--- src/rtl/mode_sequencer_pkg.sv ---
// Shared encodings and defaults for the mode sequencer and its press classifier.
package mode_sequencer_pkg;

    localparam int unsigned HOLD_CYCLES_DEF   = 24;
    localparam int unsigned SETTLE_CYCLES_DEF = 2;

    typedef enum logic [1:0] {
        MODE_SINGLE = 2'd0,
        MODE_CARRY  = 2'd1,
        MODE_MAX    = 2'd2
    } mode_e;

    typedef enum logic [2:0] {
        RUN        = 3'd0,
        SETTLE     = 3'd1,
        CAP_FREEZE = 3'd2,
        CAP_LOAD   = 3'd3,
        CAP_CLEAR  = 3'd4
    } fsm_e;

    // Without a valid limit only SINGLE is reachable.
    function automatic mode_e next_mode(input mode_e cur, input logic valid);
        mode_e nxt;
        nxt = MODE_SINGLE;
        if (valid) begin
            case (cur)
                MODE_SINGLE: nxt = MODE_CARRY;
                MODE_CARRY:  nxt = MODE_MAX;
                default:     nxt = MODE_SINGLE;
            endcase
        end
        return nxt;
    endfunction

endpackage

--- src/rtl/mode_sequencer_press_classifier.sv ---
// Classifies the set button into short-press and long-press strobes while enabled.
module mode_sequencer_press_classifier
    import mode_sequencer_pkg::*;
#(
    parameter int unsigned HOLD_CYCLES = HOLD_CYCLES_DEF
) (
    input  logic clk,
    input  logic rst_n,
    input  logic btn,
    input  logic enable,
    output logic short_press,
    output logic long_press
);

    localparam int unsigned CW = (HOLD_CYCLES > 1) ? $clog2(HOLD_CYCLES) : 1;
    localparam logic [CW-1:0] HOLD_MAX = CW'(HOLD_CYCLES - 1);

    logic          btn_q;
    logic          consumed;
    logic [CW-1:0] hold_cnt;
    logic          fall;

    assign fall        = ~btn & btn_q;
    assign long_press  = enable & btn & (hold_cnt == HOLD_MAX) & ~consumed;
    assign short_press = enable & fall & ~consumed;

    // A press seen while disabled is marked consumed so it acts only after release.
    always_ff @(posedge clk) begin
        if (!rst_n) begin
            btn_q    <= 1'b0;
            consumed <= 1'b0;
            hold_cnt <= '0;
        end else begin
            btn_q <= btn;
            if (fall) begin
                hold_cnt <= '0;
                consumed <= 1'b0;
            end else if (btn) begin
                if (!enable) begin
                    hold_cnt <= '0;
                    consumed <= 1'b1;
                end else begin
                    if (hold_cnt != HOLD_MAX) begin
                        hold_cnt <= hold_cnt + CW'(1);
                    end
                    if (long_press) begin
                        consumed <= 1'b1;
                    end
                end
            end
        end
    end

endmodule

--- src/rtl/mode_sequencer.sv ---
// Turns mode/set buttons into mode selects and sequences counter hold/clear/limit load.
module mode_sequencer
    import mode_sequencer_pkg::*;
#(
    parameter int unsigned DIGITS        = 6,
    parameter int unsigned HOLD_CYCLES   = HOLD_CYCLES_DEF,
    parameter int unsigned SETTLE_CYCLES = SETTLE_CYCLES_DEF
) (
    input  logic                  clk,
    input  logic                  rst_n,
    input  logic                  mode_btn,
    input  logic                  set_btn,
    input  logic [4*DIGITS-1:0]   cnt_in,
    output logic                  carry_set,
    output logic                  max_set,
    output logic                  refresh_limits,
    output logic                  cnt_clear,
    output logic                  cnt_hold,
    output logic                  limit_valid,
    output logic [1:0]            mode
);

    localparam int unsigned SW = (SETTLE_CYCLES > 1) ? $clog2(SETTLE_CYCLES) : 1;
    localparam logic [SW-1:0] SETTLE_INIT = SW'(SETTLE_CYCLES - 1);

    fsm_e          fsm, fsm_nxt;
    mode_e         mode_q, mode_nxt;
    logic          lv_nxt;
    logic [SW-1:0] settle_cnt, settle_nxt;
    logic          mode_btn_q;
    logic          mode_rise;
    logic          short_press, long_press;
    logic          short_clr;

    assign mode_rise = mode_btn & ~mode_btn_q;
    assign mode      = mode_q;

    mode_sequencer_press_classifier #(
        .HOLD_CYCLES(HOLD_CYCLES)
    ) u_press_classifier (
        .clk        (clk),
        .rst_n      (rst_n),
        .btn        (set_btn),
        .enable     (fsm == RUN),
        .short_press(short_press),
        .long_press (long_press)
    );

    // State and registered outputs; outputs reflect the state being entered.
    always_ff @(posedge clk) begin
        if (!rst_n) begin
            fsm            <= RUN;
            mode_q         <= MODE_SINGLE;
            limit_valid    <= 1'b0;
            settle_cnt     <= '0;
            mode_btn_q     <= 1'b0;
            carry_set      <= 1'b0;
            max_set        <= 1'b0;
            refresh_limits <= 1'b0;
            cnt_clear      <= 1'b0;
            cnt_hold       <= 1'b0;
        end else begin
            fsm            <= fsm_nxt;
            mode_q         <= mode_nxt;
            limit_valid    <= lv_nxt;
            settle_cnt     <= settle_nxt;
            mode_btn_q     <= mode_btn;
            carry_set      <= (mode_nxt == MODE_CARRY);
            max_set        <= (mode_nxt == MODE_MAX);
            refresh_limits <= (fsm_nxt == CAP_LOAD);
            cnt_clear      <= short_clr | (fsm_nxt == CAP_CLEAR);
            cnt_hold       <= (fsm_nxt != RUN);
        end
    end

    // Next-state logic; a long press outranks a same-cycle mode edge, which is dropped.
    always_comb begin
        fsm_nxt    = fsm;
        mode_nxt   = mode_q;
        lv_nxt     = limit_valid;
        settle_nxt = settle_cnt;
        short_clr  = 1'b0;
        case (fsm)
            RUN: begin
                short_clr = short_press;
                if (long_press) begin
                    fsm_nxt = CAP_FREEZE;
                end else if (mode_rise) begin
                    mode_nxt   = next_mode(mode_q, limit_valid);
                    fsm_nxt    = SETTLE;
                    settle_nxt = SETTLE_INIT;
                end
            end
            SETTLE: begin
                if (settle_cnt == '0) begin
                    fsm_nxt = RUN;
                end else begin
                    settle_nxt = settle_cnt - SW'(1);
                end
            end
            CAP_FREEZE: begin
                fsm_nxt = CAP_LOAD;
            end
            CAP_LOAD: begin
                lv_nxt  = (cnt_in != '0);
                fsm_nxt = CAP_CLEAR;
            end
            CAP_CLEAR: begin
                if (!limit_valid && (mode_q != MODE_SINGLE)) begin
                    mode_nxt = MODE_SINGLE;
                end
                fsm_nxt    = SETTLE;
                settle_nxt = SETTLE_INIT;
            end
            default: begin
                fsm_nxt = RUN;
            end
        endcase
    end

endmodule

--- config.mk ---
export PLATFORM = sky130hd
export DESIGN_NAME = mode_sequencer
export DESIGN_NICKNAME = d
export VERILOG_FILES = /design/src/rtl/mode_sequencer_pkg.sv /design/src/rtl/mode_sequencer_press_classifier.sv /design/src/rtl/mode_sequencer.sv
export SDC_FILE = /design/constraint.sdc
export NUM_CORES = 1
export LEC_CHECK = 0
export CAP_MARGIN = 10
export CORE_ASPECT_RATIO = 0.6
export CORE_MARGIN = 5
export CORE_UTILIZATION = 30
export DETAILED_ROUTE_END_ITERATION = 6
export PLACE_DENSITY = 0.53
export SYNTH_ARGS = -nofsm -noshare
export SYNTH_HDL_FRONTEND = slang
export SYNTH_HIERARCHICAL = 1
export SYNTH_SLANG_ARGS = --single-unit
--- constraint.sdc ---
create_clock -name clk -period 2.97 [get_ports clk]
set_input_delay 0.297 -clock clk [delete_from_list [all_inputs] [get_ports clk]]
set_output_delay 0.297 -clock clk [all_outputs]
set_load 0.01 [all_outputs]
# ---- After elaboration in Yosys (flattened, before gate mapping)
# Cells that the tools add are included.
dict set report classes {
  add_sub_neg 2
  n_eq_ne 15
  muxes 19
  bitwise 12
  reduce_logical 12
}
# cell n
set op_table {}
lappend op_table {{$reduce_bool A24 Y1} 1}
lappend op_table {{$pmux W3 S5} 1}
lappend op_table {{$mux W5} 2}
lappend op_table {{$eq A3 B2 Y1 const B} 3}
lappend op_table {{$mux W3} 3}
lappend op_table {{$mux W2} 4}
lappend op_table {{$ne A2 B2 Y1 const B} 4}
lappend op_table {{$pmux W2 S2} 2}
lappend op_table {{$and A1 B1 Y1} 7}
lappend op_table {{$eq A3 B3 Y1 const B} 2}
lappend op_table {{$mux W1} 6}
lappend op_table {{$reduce_bool A3 Y1} 2}
lappend op_table {{$add A5 B1 Y5 const B} 1}
lappend op_table {{$eq A5 B5 Y1 const B} 1}
lappend op_table {{$ne A5 B5 Y1 const B} 1}
lappend op_table {{$eq A2 B1 Y1 const B} 2}
lappend op_table {{$not A1 Y1} 4}
lappend op_table {{$reduce_and A2 Y1} 2}
lappend op_table {{$eq A3 B1 Y1 const B} 1}
lappend op_table {{$logic_not A3 Y1} 1}
lappend op_table {{$pmux W1 S3} 1}
lappend op_table {{$reduce_and A3 Y1} 1}
lappend op_table {{$eq A2 B2 Y1 const B} 1}
lappend op_table {{$logic_not A2 Y1} 1}
lappend op_table {{other kinds (6)} 6}
dict set report word_totals {
  reg_bits 20
  input_bits 28
  output_inout_bits 8
  word_cells 73
}

# ---- Depth between registers and ports, before layout
# Gate-level depths: netlist (run 1).
dict set report depth {
  ltp_word 8
  ltp_mapped 9
}

# ---- By module
# The synthesis (run 1) kept the hierarchy.
# module instances cells_each area_each_um2 seq_area_each_um2
set by_module_without_submodules {}
lappend by_module_without_submodules {mode_sequencer 1 66 636.9 260.2}
lappend by_module_without_submodules {mode_sequencer_press_classifier 1 45 366.6 140.1}

# ---- Worst setup path before layout (run 1)
# OpenSTA, ideal clock, no wires.
dict set report synth_path {
  path_kind {register to register}
  startpoint {reg fsm[0]}
  endpoint {reg carry_set}
  setup_ps 73
  arrival_ps 2110
  required_ps 2897
  setup_slack_ps 787
  path_stages_with_launch 10
  n_path_buf 2
  synth_period_minus_slack_ps 2183
  cell_sequence {dfxtp_1 -> buf_6 -> nor3_4 -> clkbuf_1 -> nand2_1 -> nor3b_1 -> nor4b_2 -> a32o_1 -> a22oi_2 -> nor3b_2}
}
dict set report synth_via {
  elab_chain_cells 7
  word_cells_on_any_way 8
  classes_between {eq/ne (2); mux (2); bitwise (3); reduce/logical (1)}
}
# element line
set synth_rtl {}
lappend synth_rtl {{start: declaration} mode_sequencer.sv:26} ;# fsm_e fsm, fsm_nxt;
lappend synth_rtl {{start signal: assignment} mode_sequencer.sv:63} ;# fsm <= fsm_nxt;
lappend synth_rtl {{$logic_not A3 Y1} mode_sequencer.sv:44} ;# .enable (fsm == RUN),
lappend synth_rtl {{$and A1 B1 Y1 (3 in series)} mode_sequencer_press_classifier.sv:24} ;# assign long_press = enable & btn & (hold_cnt == HOLD_MAX) & ~consumed;
lappend synth_rtl {{net long_press} mode_sequencer.sv:32} ;# logic short_press, long_press;
lappend synth_rtl {{$mux W2} mode_sequencer.sv:86} ;# if (long_press) begin
lappend synth_rtl {{$pmux W2 S2} mode_sequencer.sv:83} ;# case (fsm)
lappend synth_rtl {{$eq A2 B1 Y1} mode_sequencer.sv:68} ;# carry_set <= (mode_nxt == MODE_CARRY);
lappend synth_rtl {{end signal: assignment} mode_sequencer.sv:68}
lappend synth_rtl {{end: declaration} mode_sequencer.sv:14} ;# output logic carry_set,
# The timed path passes the listed nets, and every way through them passes these cells.
# A chain may end at the register's enable or synchronous reset.

# ---- Worst setup path in the final report (run 1)
dict set report layout_path {
  startpoint {reg fsm[2]}
  endpoint {reg carry_set}
}
# Same word-level chain as after synthesis.

==> flow_summary.rst, run 1 <==
.. list-table::
   :header-rows: 1

   * - Metric
     - Value
   * - Result of the run
     - finished, final reports clean
   * - Register name with the most flops
     - u_press_classifier/hold_cnt
   * - Layout net count
     - 175
   * - Post-synthesis sequential area ratio
     - 39.9%
   * - Later-pin clock latency in the skew report
     - 0.26 ns
   * - Count of routing violations after the opening detailed-route iteration
     - 28
   * - Data required time of the worst path
     - 3.17 ns
   * - Share of the clock period used by the worst path after layout
     - 81.2%
   * - Dominant synthesized flop cell
     - sky130_fd_sc_hd__dfxtp_1
   * - Clock Tree Buf Depth
     - 2
   * - Number of synthesized register bits
     - 20
   * - I/O pin cnt
     - 36
   * - Data arrival at the endpoint of the critical path
     - 2.61 ns
   * - Total global routing track utilization
     - 11.9%
   * - Pwr dens
     - 436 nW/um^2
   * - Final setup TNS
     - 0 ns
   * - Reg-to-reg endpoint
     - carry_set
   * - Mean area per synthesized cell
     - 9.04 sq um
   * - # hold bufs at CTS
     - 0
   * - Unrepaired setup endpoints after global routing
     - false
   * - Slowest cell on crit path
     - sky130_fd_sc_hd__nor3b_1
   * - Fraction of registers with async set or reset after synthesis
     - 0%
   * - Max-slew violation total from the final report
     - 0
   * - Width of the die
     - 84.7 um
   * - Post-Syn Nets
     - 140
   * - Placed cell count
     - 186
   * - Count of maximum capacitance violations
     - 0
   * - Effective utilization at floorplan
     - 30.9%
   * - CTS H-tree lvls
     - 1
   * - Flip-flop count of the largest register after layout
     - 5
   * - Crit Path Max Fanout
     - 12
   * - Placeable core region
     - 3240 sq um
   * - Synth Warn #
     - 6
   * - Number of CTS-inserted buffers
     - 3
   * - Startpoint of the most critical hold path
     - u_press_classifier/consumed
   * - Largest net degree at the start of global routing
     - 13
   * - Nature of the critical path startpoint
     - flip-flop
   * - Quantity of I/O buffers inserted on ports
     - 35
   * - Max-Slew Margin vs Limit
     - 52.6%
   * - Total wirelength of the detailed-routed design
     - 2.50 mm
   * - Slowest cell delay on critical path
     - 0.55 ns
   * - Fill cells
     - 329
   * - Total die area
     - 4640 sq um
   * - Part of the total power dissipated in the clock network
     - 43.0%
   * - Number of antenna cells inserted
     - 0
   * - Residual DRC count
     - 0
   * - Clk slew on worst S/H paths
     - 0.08 ns
   * - Power, Total
     - 628 uW
   * - Post-CTS Setup Inserts
     - 0
   * - Sum of net half-perimeters after detailed placement
     - 2.03 mm
   * - Synth-to-Final Area Change
     - 43.5%
   * - Initial DRT Pass Iterations
     - 4
   * - Peak clock frequency supported by timing
     - 0.415 GHz
   * - Number of setup violations in the final report
     - 0
   * - Number of distinct standard cells referenced by the synthesized netlist
     - 39
   * - Clock tree from TritonCTS
     - built
   * - Slack of the worst reg-to-reg path
     - 0.56 ns
   * - Resized cells post-CTS
     - 0
   * - Gp weighted congestion
     - 0.796
   * - Sink count of the clock tree
     - 20
   * - Worst slew pin tran
     - 0.704 ns
   * - DRT antenna net count
     - 0
   * - Launch point of the worst reg-to-reg path
     - fsm[2]
   * - R2R depth
     - 7
   * - Post-synthesis instance area
     - 1000 sq um
   * - Die height
     - 54.8 um
   * - Leftover overflow at the end of global routing
     - 0
   * - Crit. Startpoint
     - fsm[2]
   * - Cell count after synthesis
     - 111
   * - Hold violation total from the final report
     - 0
   * - HP Class
     - flip-flop to flip-flop
   * - DR WL/cell
     - 13.2 um
   * - Count of flip-flops with a built-in enable after synthesis
     - 0
   * - Share of power burned in combinational logic
     - 12.1%
   * - Switching power
     - 125 uW
   * - Crit path time final
     - 2.41 ns
   * - Critical Path Sink
     - carry_set
   * - Root Buffer
     - sky130_fd_sc_hd__clkbuf_8
   * - Post-Route Utilization
     - 44.4%
   * - Switching power share of the total
     - 19.8%
   * - First-pass GRT wire length
     - 4.27 mm
   * - Cells along the critical path
     - nor3_4, nand2_1, nor3b_1, nor4b_2, a32o_1, a22oi_2, nor3b_2
   * - Post-DR vias/cell
     - 4.88
   * - Static Leak
     - 0.500 nW
   * - Hold Crit Depth
     - 2
   * - Antenna violations before repair
     - 0
   * - Layout cells sized above 1
     - 11.7%
   * - Internal power of the cells
     - 504 uW
   * - Category of the critical setup timing path
     - flip-flop to flip-flop
   * - Number of global-route vias before repair
     - 941
   * - Maximum VDD drop
     - 0.246 mV
   * - Final std cells w/o fill
     - 190
   * - Part of the power in registers
     - 44.9%
   * - Critical Path Sink Type
     - flip-flop
   * - Largest clock skew in the final design
     - 0.00788 ns
   * - Count of standard-cell rows
     - 16
   * - Total number of vias
     - 927
-- cells by family after synthesis --
logic type               synth area share, %
AND/OR/NAND/NOR                         32.3
adder cells (fa/ha/maj)                 1.25
multiplexers                            2.24
AO/OA/AOI/OAI                           16.3
buffers and inverters                   7.11
XOR/XNOR                               0.873
flip-flops                              39.9
-- cells in the final DEF, fill, tap and decap left out, drive strengths merged, types with 2 or more instances in the layout --
| cell type | n |
|---|---|
| and2 | 3 |
| a31oi | 4 |
| or3 | 2 |
| mux2 | 2 |
| nor2b | 3 |
| nor2 | 9 |
| clkbuf | 3 |
| clkdlybuf4s50 | 35 |
| a21oi | 7 |
| o21ai | 6 |
| dfxtp | 20 |
| nand2b | 3 |
| inv | 6 |
| nor3b | 4 |
| nand3 | 5 |
| nand2 | 7 |
| nor4 | 8 |
| a211oi | 2 |
| nor3 | 2 |
-- how the worst min path moves through the flow --
| stage | slack (ns) | endpoint |
|---|---|---|
| 5_1_grt | 0.52 | u_press_classifier/consumed |
| 2_1_floorplan | 0.42 | mode_btn_q |
| 3_3_place_gp | 0.47 | u_press_classifier/consumed |
| 3_5_place_dp | 0.48 | u_press_classifier/consumed |
| 4_1_cts | 0.49 | u_press_classifier/consumed |
| 6_report | 0.49 | u_press_classifier/consumed |
-- final cells by class --
class | count | area [sq um] | share of cell area (%)
clock buffers | 3 | 41.3 | 2.87
clock inverters | 1 | 30.0 | 2.09
inverters | 6 | 22.5 | 1.56
multi-input cells | 79 | 532 | 36.9
flip-flops and latches | 20 | 400 | 27.8
well taps | 45 | 56.3 | 3.91
repair buffers | 36 | 358 | 24.8
-- routing by layer --
metal	routed length (um)	share of wire [%]	global-route usage, %	vias to the layer above
li1	-	-	-	466
met1	1200	48	15.1	431
met2	1110	44	19.7	28
met3	177	7.1	3.46	2
met4	12	0.48	3.95	0
met5	0	0	0	-
-- cell usage after synthesis (2+ instances only) --
| master | n | area [sq um] |
|---|---|---|
| sky130_fd_sc_hd__nor2b_1 | 2 | 12.5 |
| sky130_fd_sc_hd__nand3_1 | 5 | 25.0 |
| sky130_fd_sc_hd__nor2_1 | 9 | 33.8 |
| sky130_fd_sc_hd__dfxtp_1 | 20 | 400 |
| sky130_fd_sc_hd__clkbuf_1 | 2 | 7.51 |
| sky130_fd_sc_hd__nor4_1 | 7 | 43.8 |
| sky130_fd_sc_hd__o21ai_0 | 5 | 25.0 |
| sky130_fd_sc_hd__nand2b_1 | 3 | 18.8 |
| sky130_fd_sc_hd__a21oi_1 | 7 | 35.0 |
| sky130_fd_sc_hd__a211oi_1 | 2 | 15.0 |
| sky130_fd_sc_hd__buf_6 | 3 | 33.8 |
| sky130_fd_sc_hd__and2_1 | 3 | 18.8 |
| sky130_fd_sc_hd__inv_1 | 5 | 18.8 |
| sky130_fd_sc_hd__nand2_1 | 7 | 26.3 |
| sky130_fd_sc_hd__or3_1 | 2 | 12.5 |
| sky130_fd_sc_hd__nor3b_2 | 3 | 37.5 |
| sky130_fd_sc_hd__a31oi_1 | 4 | 25.0 |
-- worst max-delay path, delay by kind of cell, from the launching register on --
kind / cells / cell delay [ns]
compound gates: 2 / 0.48
flops: 1 / 0.46
simple gates: 5 / 1.42
-- power by group through the flow --
stage	Clock [mW]	Combinational [mW]	Sequential, mW
global route	0.291	0.0834	0.283
finish	0.270	0.0760	0.282
detailed placement	0	0.0768	0.288
floorplan	0	0.0337	0.286
CTS	0.278	0.0771	0.282
global placement	0	0.0755	0.288
-- metrics by stage --
step	hold slack [ns]	worst slack (ns)	area (sq um)
2_1_floorplan	0.419	0.787	1000
5_1_grt	0.517	0.344	1440
3_3_place_gp	0.473	0.677	1370
3_5_place_dp	0.484	0.540	1370
4_1_cts	0.495	0.523	1440
6_report	0.491	0.559	1440
Power figures use the tool's default switching activity.
==> inputs of run 2 (changes only) <==
==> constraint.sdc (replaced) <==
create_clock -name clk -period 2.4 [get_ports clk]
set_input_delay 0.24 -clock clk [delete_from_list [all_inputs] [get_ports clk]]
set_output_delay 0.24 -clock clk [all_outputs]
set_load 0.01 [all_outputs]
==> run 2 against run 1 <==
Core utilization is 0.23 points lower. Via count fell by 0.86%. Hold slack worse by 0.020 ns. Die area did not move. Non-clock buffer count grew 3. Sequential share of layout area up 0.15 points. Global-route usage decreased by 0.87 points. Power increased by 5.4%. Largest power group unchanged.
==> flow_summary.rst, run 2 (same netlist as run 1, synthesis figures left out) <==
.. list-table::
   :header-rows: 1

   * - Metric
     - Value
   * - Result of the run
     - finished, final reports clean
   * - First-pass GRT wire length
     - 3.93 mm
   * - Power, Total
     - 662 uW
   * - HP Class
     - flip-flop to flip-flop
   * - Pre-CTS WS
     - 0.345 ns
   * - Hold violation total from the final report
     - 0
   * - Post-DR vias/cell
     - 4.79
   * - Number of global-route vias before repair
     - 863
   * - Layout cells sized above 1
     - 12.9%
   * - Clk slew on worst S/H paths
     - 0.07 ns
   * - Total wirelength of the detailed-routed design
     - 2.48 mm
   * - Initial DRT Pass Iterations
     - 4
   * - Largest clock skew in the final design
     - 0.00377 ns
   * - Unrepaired setup endpoints after global routing
     - false
   * - Final setup TNS
     - 0 ns
   * - Most common cell after layout, fill and taps aside
     - sky130_fd_sc_hd__clkdlybuf4s50_1
   * - Switching power
     - 148 uW
   * - Category of the critical setup timing path
     - flip-flop to flip-flop
   * - Post-CTS Setup Inserts
     - 0
   * - Count of standard-cell rows
     - 16
   * - Switching power share of the total
     - 22.4%
   * - Leftover overflow at the end of global routing
     - 0
   * - Share of power burned in combinational logic
     - 14.6%
   * - Crit path setup slack, layout
     - 0.330 ns
   * - Number of setup violations in the final report
     - 0
   * - Pwr dens
     - 462 nW/um^2
   * - Crit path time final
     - 2.07 ns
   * - Count of routing violations after the opening detailed-route iteration
     - 15
   * - Hold_ws
     - 0.470 ns
   * - Static Leak
     - 0.501 nW
   * - Later-pin clock latency in the skew report
     - 0.26 ns
   * - Clock Tree Buf Depth
     - 2
   * - Number of antenna cells inserted
     - 0
   * - DR WL/cell
     - 12.9 um
   * - Placeable core region
     - 3240 sq um
   * - # hold bufs at CTS
     - 0
   * - Total number of vias
     - 919
   * - Total die area
     - 4640 sq um
   * - Max-slew violation total from the final report
     - 0
   * - Internal power of the cells
     - 514 uW
   * - CTS H-tree lvls
     - 1
   * - Most frequent cells in the layout
     - sky130_fd_sc_hd__clkdlybuf4s50_1, sky130_fd_sc_hd__dfxtp_1, sky130_fd_sc_hd__nor2_1
   * - Part of the total power dissipated in the clock network
     - 32.7%
   * - Synth-to-Final Area Change
     - 42.8%
   * - Data required time of the worst path
     - 2.59 ns
   * - Max-Slew Margin vs Limit
     - 52.3%
   * - Peak clock frequency supported by timing
     - 0.483 GHz
   * - DRT antenna net count
     - 0
   * - Sum of net half-perimeters after detailed placement
     - 2.01 mm
   * - Resized cells post-CTS
     - 0
   * - Largest net degree at the start of global routing
     - 12
   * - Width of the die
     - 84.7 um
   * - Crit Path Max Fanout
     - 7
   * - Register name with the most flops
     - u_press_classifier/hold_cnt
   * - Nature of the critical path startpoint
     - flip-flop
   * - Die height
     - 54.8 um
   * - Flip-flop count of the largest register after layout
     - 5
   * - Root Buffer
     - sky130_fd_sc_hd__clkbuf_8
   * - Gp weighted congestion
     - 0.840
   * - I/O pin cnt
     - 36
   * - Part of the power in registers
     - 52.7%
   * - Worst slew pin tran
     - 0.708 ns
   * - Antenna violations before repair
     - 0
   * - Sink count of the clock tree
     - 20
   * - Number of CTS-inserted buffers
     - 3
   * - Critical Path Sink Type
     - flip-flop
   * - Count of maximum capacitance violations
     - 0
   * - Maximum VDD drop
     - 0.243 mV
   * - Residual DRC count
     - 0
   * - Effective utilization at floorplan
     - 30.9%
   * - Total global routing track utilization
     - 11.0%
   * - Quantity of I/O buffers inserted on ports
     - 35
   * - Clock tree from TritonCTS
     - built
   * - Data arrival at the endpoint of the critical path
     - 2.26 ns
   * - Share of the clock period used by the worst path after layout
     - 86.3%
   * - Layout net count
     - 178
==> run 2: changes by cell type in the layout (fill, tap and decap cells not counted), sizes merged <==
cell    change
buf         +3
bufinv      -1
==> run 2: critical path, stage by stage, from the launching register on <==
cell and delay (ns):
sky130_fd_sc_hd__dfxtp_1 0.40, sky130_fd_sc_hd__ha_1 0.23, sky130_fd_sc_hd__and4b_1 0.33, sky130_fd_sc_hd__nor3b_1 0.21
sky130_fd_sc_hd__buf_4 0.16, sky130_fd_sc_hd__nor4b_2 0.05, sky130_fd_sc_hd__a32o_1 0.26, sky130_fd_sc_hd__a22oi_2 0.17
sky130_fd_sc_hd__nor3b_2 0.18
==> run 2: final cells by class <==
class,instances,area (sq um)
Fill cell,321,1810
Timing Repair Buffer,39,380
Clock buffer,3,41.3
Sequential cell,20,400
Multi-Input combinational cell,79,532
Tap cell,45,56.3
Inverter,6,22.5
==> run 2: metal layers <==
metal  track usage (%)  share of wire, %
met1              15.1                51
met2              16.8                41
met3              3.46               6.6
met4              3.16              0.76
met5                 0                 0
==> run 2: final timing paths <==
check / cells past startpoint / startpoint / to / slack, ns
hold / removal: 2 / u_press_classifier/consumed / u_press_classifier/consumed / 0.47
setup reg to reg: 8 / u_press_classifier/hold_cnt[0] / carry_set / 0.33
setup / recovery: 8 / u_press_classifier/hold_cnt[0] / carry_set / 0.33
hold reg to reg: 2 / u_press_classifier/consumed / u_press_classifier/consumed / 0.47
==> run 2: stage by stage <==
| step | cells | area, sq um | utilization (%) |
|---|---|---|---|
| after floorplan | 111 | 1000 | - |
| after global placement | 189 | 1390 | 42.9 |
| after detailed placement | 189 | 1390 | 42.9 |
| after CTS | 192 | 1430 | 44.2 |
| after global routing | 192 | 1430 | 44.2 |
| final | 192 | 1430 | 44.2 |
==> run 2: power by group through the flow <==
stage               clock network, mW  registers, mW  logic (mW)
finish                          0.217          0.349      0.0968
CTS                             0.227          0.349      0.0978
global placement                    0          0.356      0.0956
detailed placement                  0          0.356      0.0972
global route                    0.238          0.350       0.105
floorplan                           0          0.354      0.0417
